===== config.mk =====
export PLATFORM = sky130hd
export DESIGN_NAME = mem_arbiter
export DESIGN_NICKNAME = d
export VERILOG_FILES = /design/src/rtl/arbiter_types.sv /design/src/rtl/rr_picker.sv /design/src/rtl/mem_arbiter.sv
export SDC_FILE = /design/constraint.sdc
export NUM_CORES = 1
export LEC_CHECK = 0
export BUFFER_PORTS_ARGS = -buffer_cell sky130_fd_sc_hd__buf_2
export CAP_MARGIN = 15
export CORE_AREA = 10 10 537 539
export CTS_CLUSTER_DIAMETER = 200
export DETAILED_ROUTE_END_ITERATION = 6
export DIE_AREA = 0 0 547 549
export SKIP_CTS_REPAIR_TIMING = 1
export SLEW_MARGIN = 20
export SYNTH_ARGS = -nofsm -noshare
export SYNTH_HDL_FRONTEND = slang
export SYNTH_HIERARCHICAL = 1
export SYNTH_SLANG_ARGS = --single-unit

===== constraint.sdc =====
create_clock -name clk -period 2.1 [get_ports clk]
set_clock_uncertainty 0.05 [all_clocks]
set_input_delay 0.105 -clock clk [delete_from_list [all_inputs] [get_ports clk]]
set_output_delay 0.105 -clock clk [all_outputs]
set_load 0.1 [all_outputs]

===== src/rtl/arbiter_types.sv =====
// Shared types for the L1-to-memory cacheline arbiter.
// Requester identities and arbiter FSM states.
package arbiter_types;

    localparam int LINE_W_DEF = 256;
    localparam int ADDR_W_DEF = 32;

    typedef enum logic [2:0] {
        IDLE,
        SERVE_I,
        SERVE_D,
        RESP_I,
        RESP_D
    } arb_state_t;

    typedef enum logic {
        ICACHE,
        DCACHE
    } requester_t;

endpackage


===== src/rtl/rr_picker.sv =====
// Two-way grant selection: round-robin on ties, or fixed dcache priority.
module rr_picker
    import arbiter_types::*;
#(
    parameter int RR_EN = 1
) (
    input  logic       req_i,
    input  logic       req_d,
    input  requester_t last,
    output logic       valid,
    output requester_t grant
);

    always_comb begin
        valid = req_i | req_d;
        grant = ICACHE;
        if (req_i && req_d) begin
            if (RR_EN == 0) begin
                grant = DCACHE;
            end else begin
                grant = (last == ICACHE) ? DCACHE : ICACHE;
            end
        end else if (req_d) begin
            grant = DCACHE;
        end
    end

endmodule


===== src/rtl/mem_arbiter.sv =====
// Serializes icache/dcache line transactions onto one memory port.
// Winner's command is latched at grant; response routed to winner only.
module mem_arbiter
    import arbiter_types::*;
#(
    parameter int LINE_W = LINE_W_DEF,
    parameter int ADDR_W = ADDR_W_DEF,
    parameter int RR_EN  = 1
) (
    input  logic              clk,
    input  logic              rst_n,
    input  logic              i_read,
    input  logic [ADDR_W-1:0] i_addr,
    output logic [LINE_W-1:0] i_rdata,
    output logic              i_resp,
    input  logic              d_read,
    input  logic              d_write,
    input  logic [ADDR_W-1:0] d_addr,
    input  logic [LINE_W-1:0] d_wdata,
    output logic [LINE_W-1:0] d_rdata,
    output logic              d_resp,
    output logic              mem_read,
    output logic              mem_write,
    output logic [ADDR_W-1:0] mem_addr,
    output logic [LINE_W-1:0] mem_wdata,
    input  logic [LINE_W-1:0] mem_rdata,
    input  logic              mem_resp
);

    arb_state_t        state;
    arb_state_t        state_nx;
    requester_t        last_grant;
    requester_t        grant;
    logic              grant_valid;
    logic              write_q;
    logic [ADDR_W-1:0] addr_q;
    logic [LINE_W-1:0] wdata_q;
    logic [LINE_W-1:0] i_rdata_q;
    logic [LINE_W-1:0] d_rdata_q;

    rr_picker #(
        .RR_EN(RR_EN)
    ) u_picker (
        .req_i(i_read),
        .req_d(d_read | d_write),
        .last (last_grant),
        .valid(grant_valid),
        .grant(grant)
    );

    always_comb begin
        state_nx = state;
        unique case (state)
            IDLE: begin
                if (grant_valid) begin
                    state_nx = (grant == DCACHE) ? SERVE_D : SERVE_I;
                end
            end
            SERVE_I: if (mem_resp) state_nx = RESP_I;
            SERVE_D: if (mem_resp) state_nx = RESP_D;
            RESP_I:  state_nx = IDLE;
            RESP_D:  state_nx = IDLE;
            default: state_nx = IDLE;
        endcase
    end

    // A read+write collision from dcache is latched as a write.
    always_ff @(posedge clk or negedge rst_n) begin
        if (!rst_n) begin
            state      <= IDLE;
            last_grant <= ICACHE;
            write_q    <= 1'b0;
            addr_q     <= '0;
            wdata_q    <= '0;
            i_rdata_q  <= '0;
            d_rdata_q  <= '0;
        end else begin
            state <= state_nx;
            if (state == IDLE && grant_valid) begin
                last_grant <= grant;
                if (grant == DCACHE) begin
                    addr_q  <= d_addr;
                    wdata_q <= d_wdata;
                    write_q <= d_write;
                end else begin
                    addr_q  <= i_addr;
                    write_q <= 1'b0;
                end
            end
            if (state == SERVE_I && mem_resp) begin
                i_rdata_q <= mem_rdata;
            end
            if (state == SERVE_D && mem_resp) begin
                d_rdata_q <= mem_rdata;
            end
        end
    end

    assign mem_read  = (state == SERVE_I) || (state == SERVE_D && !write_q);
    assign mem_write = (state == SERVE_D) && write_q;
    assign mem_addr  = addr_q;
    assign mem_wdata = wdata_q;
    assign i_resp    = (state == RESP_I);
    assign d_resp    = (state == RESP_D);
    assign i_rdata   = i_rdata_q;
    assign d_rdata   = d_rdata_q;

    always_ff @(posedge clk) begin
        if (rst_n) begin
            assert (!(d_read && d_write))
            else $error("dcache drove read and write together");
            assert (!mem_resp || state == SERVE_I || state == SERVE_D)
            else $error("mem_resp with no transaction outstanding");
        end
    end

endmodule


Yosys cells after proc, flatten, opt, wreduce, memory -nomap -nowiden
Cells that the tools add are included.
Cells by class
  reduce and logical (&&, ||, !) cells: 11
  mux-type cells: 10
  bitwise operators: 2
  eq/ne operators: 7
Operator list (number)
  $mux 32: 1
  $mux 3: 3
  $pmux 3 s3: 1
  $eq 3x2->1 const B: 2
  $logic_and 1x1->1: 6
  $ne 2x2->1 const B: 3
  $mux 1: 4
  $eq 3x1->1 const B: 1
  $eq 3x3->1 const B: 1
  $logic_not 3->1: 1
  $reduce_and 3->1: 1
  $mux 2: 1
  $or 1x1->1: 2
  $reduce_and 2->1: 1
  $logic_not 1->1: 1
  $logic_or 1x1->1: 1
Storage, ports and cells
  output and inout port bits: 804
  flip-flop bits (word level): 805
  word-level logic and storage cells: 37

Longest topological paths before layout
Gate-level depths: netlist of run 1.
  depth in word-level cells: 6
  depth in mapped cells: 8
  gate-level depth less buffers: 5

Hierarchy
The synthesis of run 1 kept the hierarchy.
By module, submodules not included
  mem_arbiter: instances 1, cells an instance 1791, seq. area each 20144.3 um^2, area each 30481.7 um^2
  rr_picker: instances 1, cells an instance 2, seq. area each 0.0 um^2, area each 13.8 um^2

Least setup slack after synthesis of run 1
Ideal clock, no wire load.
  kind: register to output
  start point: register state[0]
  end point: output mem_write
  stages on the path, launching flop included: 3
  setup slack: -1.493 ns
  data arrival time: 3.438 ns
  required time: 1.945 ns
  cell sequence: dfrtp_1 > buf_2 > nor4bb_1
Between the ends
  cells in the longest elaborated chain, start to end: 2
Ends and longest elaborated chain
  start, declared: line mem_arbiter.sv:30  | arb_state_t state;
  start signal, assigned: line mem_arbiter.sv:78  | state <= state_nx;
  $eq 3x2->1: line mem_arbiter.sv:100  | assign mem_write = (state == SERVE_D) && write_q;
  $logic_and 1x1->1: line mem_arbiter.sv:100
  end, declared: line mem_arbiter.sv:23  | output logic mem_write,
Every way passes these cells.

Worst setup path after layout of run 1
  start point: register state[0]
  end point: register d_rdata_q[166], in the netlist d_rdata[166]
Between the ends
  cells in the longest elaborated chain, start to end: 2
Ends and longest elaborated chain
  $eq 3x2->1: line mem_arbiter.sv:93  | if (state == SERVE_D && mem_resp) begin
  $logic_and 1x1->1: line mem_arbiter.sv:93
  end signal, assigned: line mem_arbiter.sv:94  | d_rdata_q <= mem_rdata;
  end, declared: line mem_arbiter.sv:39  | logic [LINE_W-1:0] d_rdata_q;
Every way passes these cells.
A chain may end at the register's enable or synchronous reset.

==> results.ini, run 1 <==
[drt]
drc_errors=0
dr.pass1.iters=5
vias_per_cell=3.35
finalWirelength_microns=227000
detail-route-antenna-nets=0
drtIter0Drc=1931
wl_per_cell_microns=29.0
num_vias=26100

[placement]
place_inst=6907
place_ws_ns=-0.0431
gp_congestion=0.951
dp_hpwl_microns=192000
port_buffers=1385

[yosys]
synthSimpleGateAreaFrac_pct=0.800
ys_async_sr_fraction_pct=100
ys_types=30
synthMuxAreaShare_pct=29.5
yosysMostFrequentCell=dfrtp_1
synth_commonest_cells=dfrtp_1, mux2_2, mux2_1, buf_2, nand2_1
synth_xor_area_share_pct=0
synth_ff_type=dfrtp_1
ys_ff_latch=805
yosysWarnings=6
yosys.area.top_type=dfrtp_1
post_synth.cell_area_avg_sq_um=17.0
synth_top_area_share_pct=66.1
yosys.area_share.adder_pct=0
synth_compound_area_share_pct=0.636
synth_area_leaders=dfrtp_1, mux2_2, mux2_1, buf_12, mux2i_1
synthCells=1793
synth_edf_count=0
syn_nets=2375
yosysSeqAreaShare_pct=66.1
synth_top_family_by_area=multiplexers
synthesis.area_sq_mm=0.0305

[setup_path]
required_ns=2.71
reg2reg_from=state[0]
critPathSlowestCell=dfrtp_2
rr_worst_depth=6
r2r_end=d_rdata[166]
endpoint_kind=flop
worst-path-stages=6
critPathCapture=d_rdata[166]
r2r_slack_ns=-0.07
cp_max_fo=14
cp-startpoint=state[0]
path_class=reg -> reg
start_kind=flop
max_stage_delay_ns=0.44
crit_arrival_ns=2.78
crit_chain=buf_12, nor4bb_4, buf_12, clkbuf_16, clkbuf_16, mux2_4
path_delay_family=buffers and inverters
cp_num_buf_inv=4

[sta]
maxSlewViolCount=0
timing.final.ws_setup_ns=-0.0723
finalSetupViolCount=110
max_freq_mhz=460
layout_worst_path_cycle_share_pct=103
period_needed_ns=2.17
max_slew.worst_pin.slew_ns=0.932
rsz0062_at_grt=true
slew-limit-headroom_pct=37.7
hold_violations=0

[cts]
clkTransAtPathRegs_ns=0.06
cts_sinks=805
cts_inserted_buffers=97
h-tree-depth=3
root_buffer=clkbuf_16
clock_latency_ns=0.79
cts_tree=done
cts_buffer_depth=4

[floorplanning]
die_area_sq_mm=0.300
floorplan.initialDensity_pct=11.0
core-area_sq_mm=0.278
die_h_microns=549
placementRows=194
io_pins=1386
dieWidth_microns=547

[finish]
areaGrowthSynthToFinish_pct=72.8
utilization_pct=19.0
finalNonFillerCells=7810
fin_nets=4524
drive_gt1_share_pct=55.2

[global_route]
grt_pass1_wl_microns=272000
use_met2_pct=21.7
antenna_found_initial=212
grt-ovfl-total=0
grt_max_degree=103
met1_usage_pct=14.9
grt.total_usage_pct=13.7
gr-usage-met3_pct=10.2
grt_pass1_vias=24500
top_usage_layer=met2

[outcome]
violations=negative setup slack
outcome=complete, but fails checks

[job]
drv_cap=0

[min_path]
worstHoldPathType=in -> reg

cells by family (layout without fill, tap and decap cells):
| group | Yosys count | after routing |
|---|---|---|
| mux | 802 | 802 |
| compound gates | 37 | 37 |
| simple gates | 49 | 49 |
| buf+inv | 100 | 2323 |
| other cells | 0 | 70 |
| flops | 805 | 805 |
worst register-to-register path: stages (launching register included):
cell       delay [ns]
dfrtp_2          0.44
buf_12           0.14
nor4bb_4         0.31
buf_12           0.20
clkbuf_16        0.20
clkbuf_16        0.38
mux2_4           0.33
placed cells by master, fill, tap and decap left out, types with 2 or more instances in the layout:
master         instances
nand2_1               36
clkinv_4               3
buf_8                  4
buf_12                23
clkbuf_1              15
dlygate4sd3_1        645
buf_2               1367
nor4bb_4               2
clkbuf_8              17
o21ai_0               26
mux2i_1               33
clkbuf_16            104
clkinv_2              21
buf_6                 13
dfrtp_2                3
mux2_2               511
dfrtp_1              802
inv_6                  2
clkinv_8               2
mux2_1               229
bufinv_16              5
clkinv_16              2
o21ai_1                7
mux2_4                29
diode_2               70
clkinvlp_4             8
buf_16                 5
buf_4                 84
through the flow:
step,setup TNS [ns],area (sq um),hold slack [ns]
after floorplan,-0.418,30500,-0.241
after global placement,-0.137,42300,-0.00527
after detailed placement,-1.41,42300,0.000254
after CTS,-4.66,45500,-0.900
after global routing,-22.29,52600,-0.0201
final,-4.26,52700,0.0139
registers in the layout, indices dropped and copies added, names as in the netlist:
register    flops
i_rdata       256
last_grant      1
mem_wdata     256
state           3
write_q         1
mem_addr       32
d_rdata       256
cell type report:
type	instances	area (sq um)
well taps	3724	4660
repair buffers	2149	14900
inverters	1	3.75
flip-flops and latches	805	20100
fillers	30000	225000
clock inverters	44	463
multi-input cells	888	9600
diodes	70	175
clock buffers	129	2720
how the worst min path moves through the flow:
stage                            start        endpoint  slack, ns  cells past startpoint
after floorplan                  rst_n      d_rdata[0]      -0.24                      0
after global placement           rst_n    i_rdata[199]     -0.005                      1
after detailed placement         rst_n    d_rdata[178]     0.0003                      1
after CTS                        rst_n    d_rdata[178]      -0.90                      1
after global routing      d_wdata[117]  mem_wdata[117]      -0.02                      3
final                      d_wdata[66]   mem_wdata[66]       0.01                      3
routing by layer:
| layer | vias up | part of all wire [%] | wire length (microns) |
|---|---|---|---|
| met5 | - | 0.38 | 863 |
| met4 | 130 | 2.4 | 5460 |
| met3 | 429 | 13 | 28800 |
| met2 | 1663 | 44 | 101000 |
| met1 | 13200 | 40 | 91100 |
| li1 | 10800 | - | - |
Power of run 1 is left out: the tool's default activity adds up to more than one toggle a clock period on the data nets, which glitch-free logic cannot reach.
==> run 2: changes to the inputs <==
--- a/config.mk
+++ b/config.mk
@@ -11,6 +11,7 @@
 export CTS_CLUSTER_DIAMETER = 200
 export DETAILED_ROUTE_END_ITERATION = 6
 export DIE_AREA = 0 0 547 549
+export REMOVE_ABC_BUFFERS = 1
 export SKIP_CTS_REPAIR_TIMING = 1
 export SLEW_MARGIN = 20
 export SYNTH_ARGS = -nofsm -noshare
==> run 2 against run 1 <==
Net effect: the run still ends with negative setup slack left; setup slack lost 0.084 ns; via count shrank 0.12%; first-iteration DRC count shrank 23%; wire length shrank 1.3%; count of clock-buffer cells in the layout shrank 2; sequential share of layout area shrank 1.7 points; critical endpoint is now d_rdata[66]; global-route usage shrank 0.45 points.
==> results.ini, run 2 (synthesized netlist as in run 1, its figures left out) <==
[outcome]
outcome=complete, but fails checks
violations=negative setup slack

[floorplanning]
placementRows=194
core-area_sq_mm=0.278
die_area_sq_mm=0.300
floorplan.initialDensity_pct=11.0
dieWidth_microns=547
die_h_microns=549
io_pins=1386

[drt]
dr.pass1.iters=5
drc_errors=0
vias_per_cell=3.30
finalWirelength_microns=224000
wl_per_cell_microns=28.3
detail-route-antenna-nets=0
num_vias=26100
drtIter0Drc=1495

[job]
drv_cap=0

[placement]
gp_congestion=0.925
port_buffers=1385
place_ws_ns=-0.0433
dp_hpwl_microns=185000

[sta]
slew-limit-headroom_pct=45.9
finalSetupViolCount=441
timing.final.ws_setup_ns=-0.156
maxSlewViolCount=0
max_slew.worst_pin.slew_ns=0.818
period_needed_ns=2.26
whs_ns=0.0188
layout_worst_path_cycle_share_pct=107
hold_violations=0
max_freq_mhz=443
rsz0062_at_grt=true

[setup_path]
max_stage_delay_ns=0.45
worst_path_most_repeated_cell=buf_4
path_delay_family=buffers and inverters
crit_arrival_ns=2.84
cp_max_fo=20
required_ns=2.69
endpoint_kind=flop
start_kind=flop
critPathSlowestCell=dfrtp_2
r2r_slack_ns=-0.16
crit_chain=buf_4, nor4bb_4, buf_4, buf_12, clkbuf_16, mux2_2
cp_num_buf_inv=4
path_class=reg -> reg

[cts]
cts_buffer_depth=4
h-tree-depth=3
cts_tree=done
clock_latency_ns=0.83
root_buffer=clkbuf_16
cts_inserted_buffers=97
cts_sinks=805
clkTransAtPathRegs_ns=0.07

[finish]
areaGrowthSynthToFinish_pct=80.8
final_common_cell=buf_2
fill_cells=29800
layout_common_cells=buf_2, dfrtp_1, dlygate4sd3_1
fin_nets=4617
drive_gt1_share_pct=56.7

[global_route]
grt_max_degree=105
grt.total_usage_pct=13.3
grt_pass1_vias=24400
antenna_found_initial=219
grt_pass1_wl_microns=263000
grt-ovfl-total=0

[min_path]
worstHoldPathType=in -> reg

## run 2: cell count changes in the layout (fill, tap and decap cells not counted), moves of 10 or more
cell	previous run	this run
mux2_2	511	394
mux2_4	29	178
buf_4	84	69
buf_6	13	28
dlygate4sd3_1	645	658
clkbuf_16	104	137
mux2_1	229	197
buf_8	4	14
buf_12	23	42
## run 2: path summary, 6_finish.rpt
path,startpoint,end,depth (start not counted)
hold / removal,d_wdata[166],mem_wdata[166],3
min in group asynchronous,rst_n,mem_wdata[11],3
setup / recovery,state[0],d_rdata[66],6
max in group asynchronous,rst_n,mem_wdata[228],3
setup reg to reg,state[0],d_rdata[66],6
hold reg to reg,mem_wdata[117],mem_wdata[117],1
## run 2: layout make-up
class	count	area, sq um	area share (%)
Sequential cell	805	20100	36.5
Timing Repair Buffer	2242	16800	30.4
Multi-Input combinational cell	888	10100	18.4
Tap cell	3724	4660	8.45
Clock buffer	127	2710	4.92
Clock inverter	44	507	0.919
Antenna cell	78	195	0.354
Inverter	1	3.75	0.00681
## run 2: per-layer routing
layer / global-route usage (%) / share of wire, % / wire length, microns / vias up
li1: - / - / - / 11000
met1: 13.7 / 39 / 86400 / 13000
met2: 21.1 / 46 / 102000 / 1601
met3: 10.2 / 12 / 27900 / 451
met4: 3.22 / 3.0 / 6700 / 132
met5: 0 / 0.39 / 877 / -
## run 2: through the flow
step	cell area [sq um]	std cells	TNS, ns	utilization (%)
2_1_floorplan	29600	1694	-	-
3_3_place_gp	42500	6916	-0.913	15.3
3_5_place_dp	42500	6916	-1.17	15.3
4_1_cts	45700	7087	-7.99	16.4
5_1_grt	55000	7863	-45.82	19.8
6_report	55100	7909	-21.00	19.8
## run 2: worst reg2reg max path: stages, from the launching register on
cell	delay, ns
dfrtp_2	0.45
buf_4	0.16
nor4bb_4	0.31
buf_4	0.18
buf_12	0.18
clkbuf_16	0.40
mux2_2	0.34
Power of run 2 is left out for the same reason.
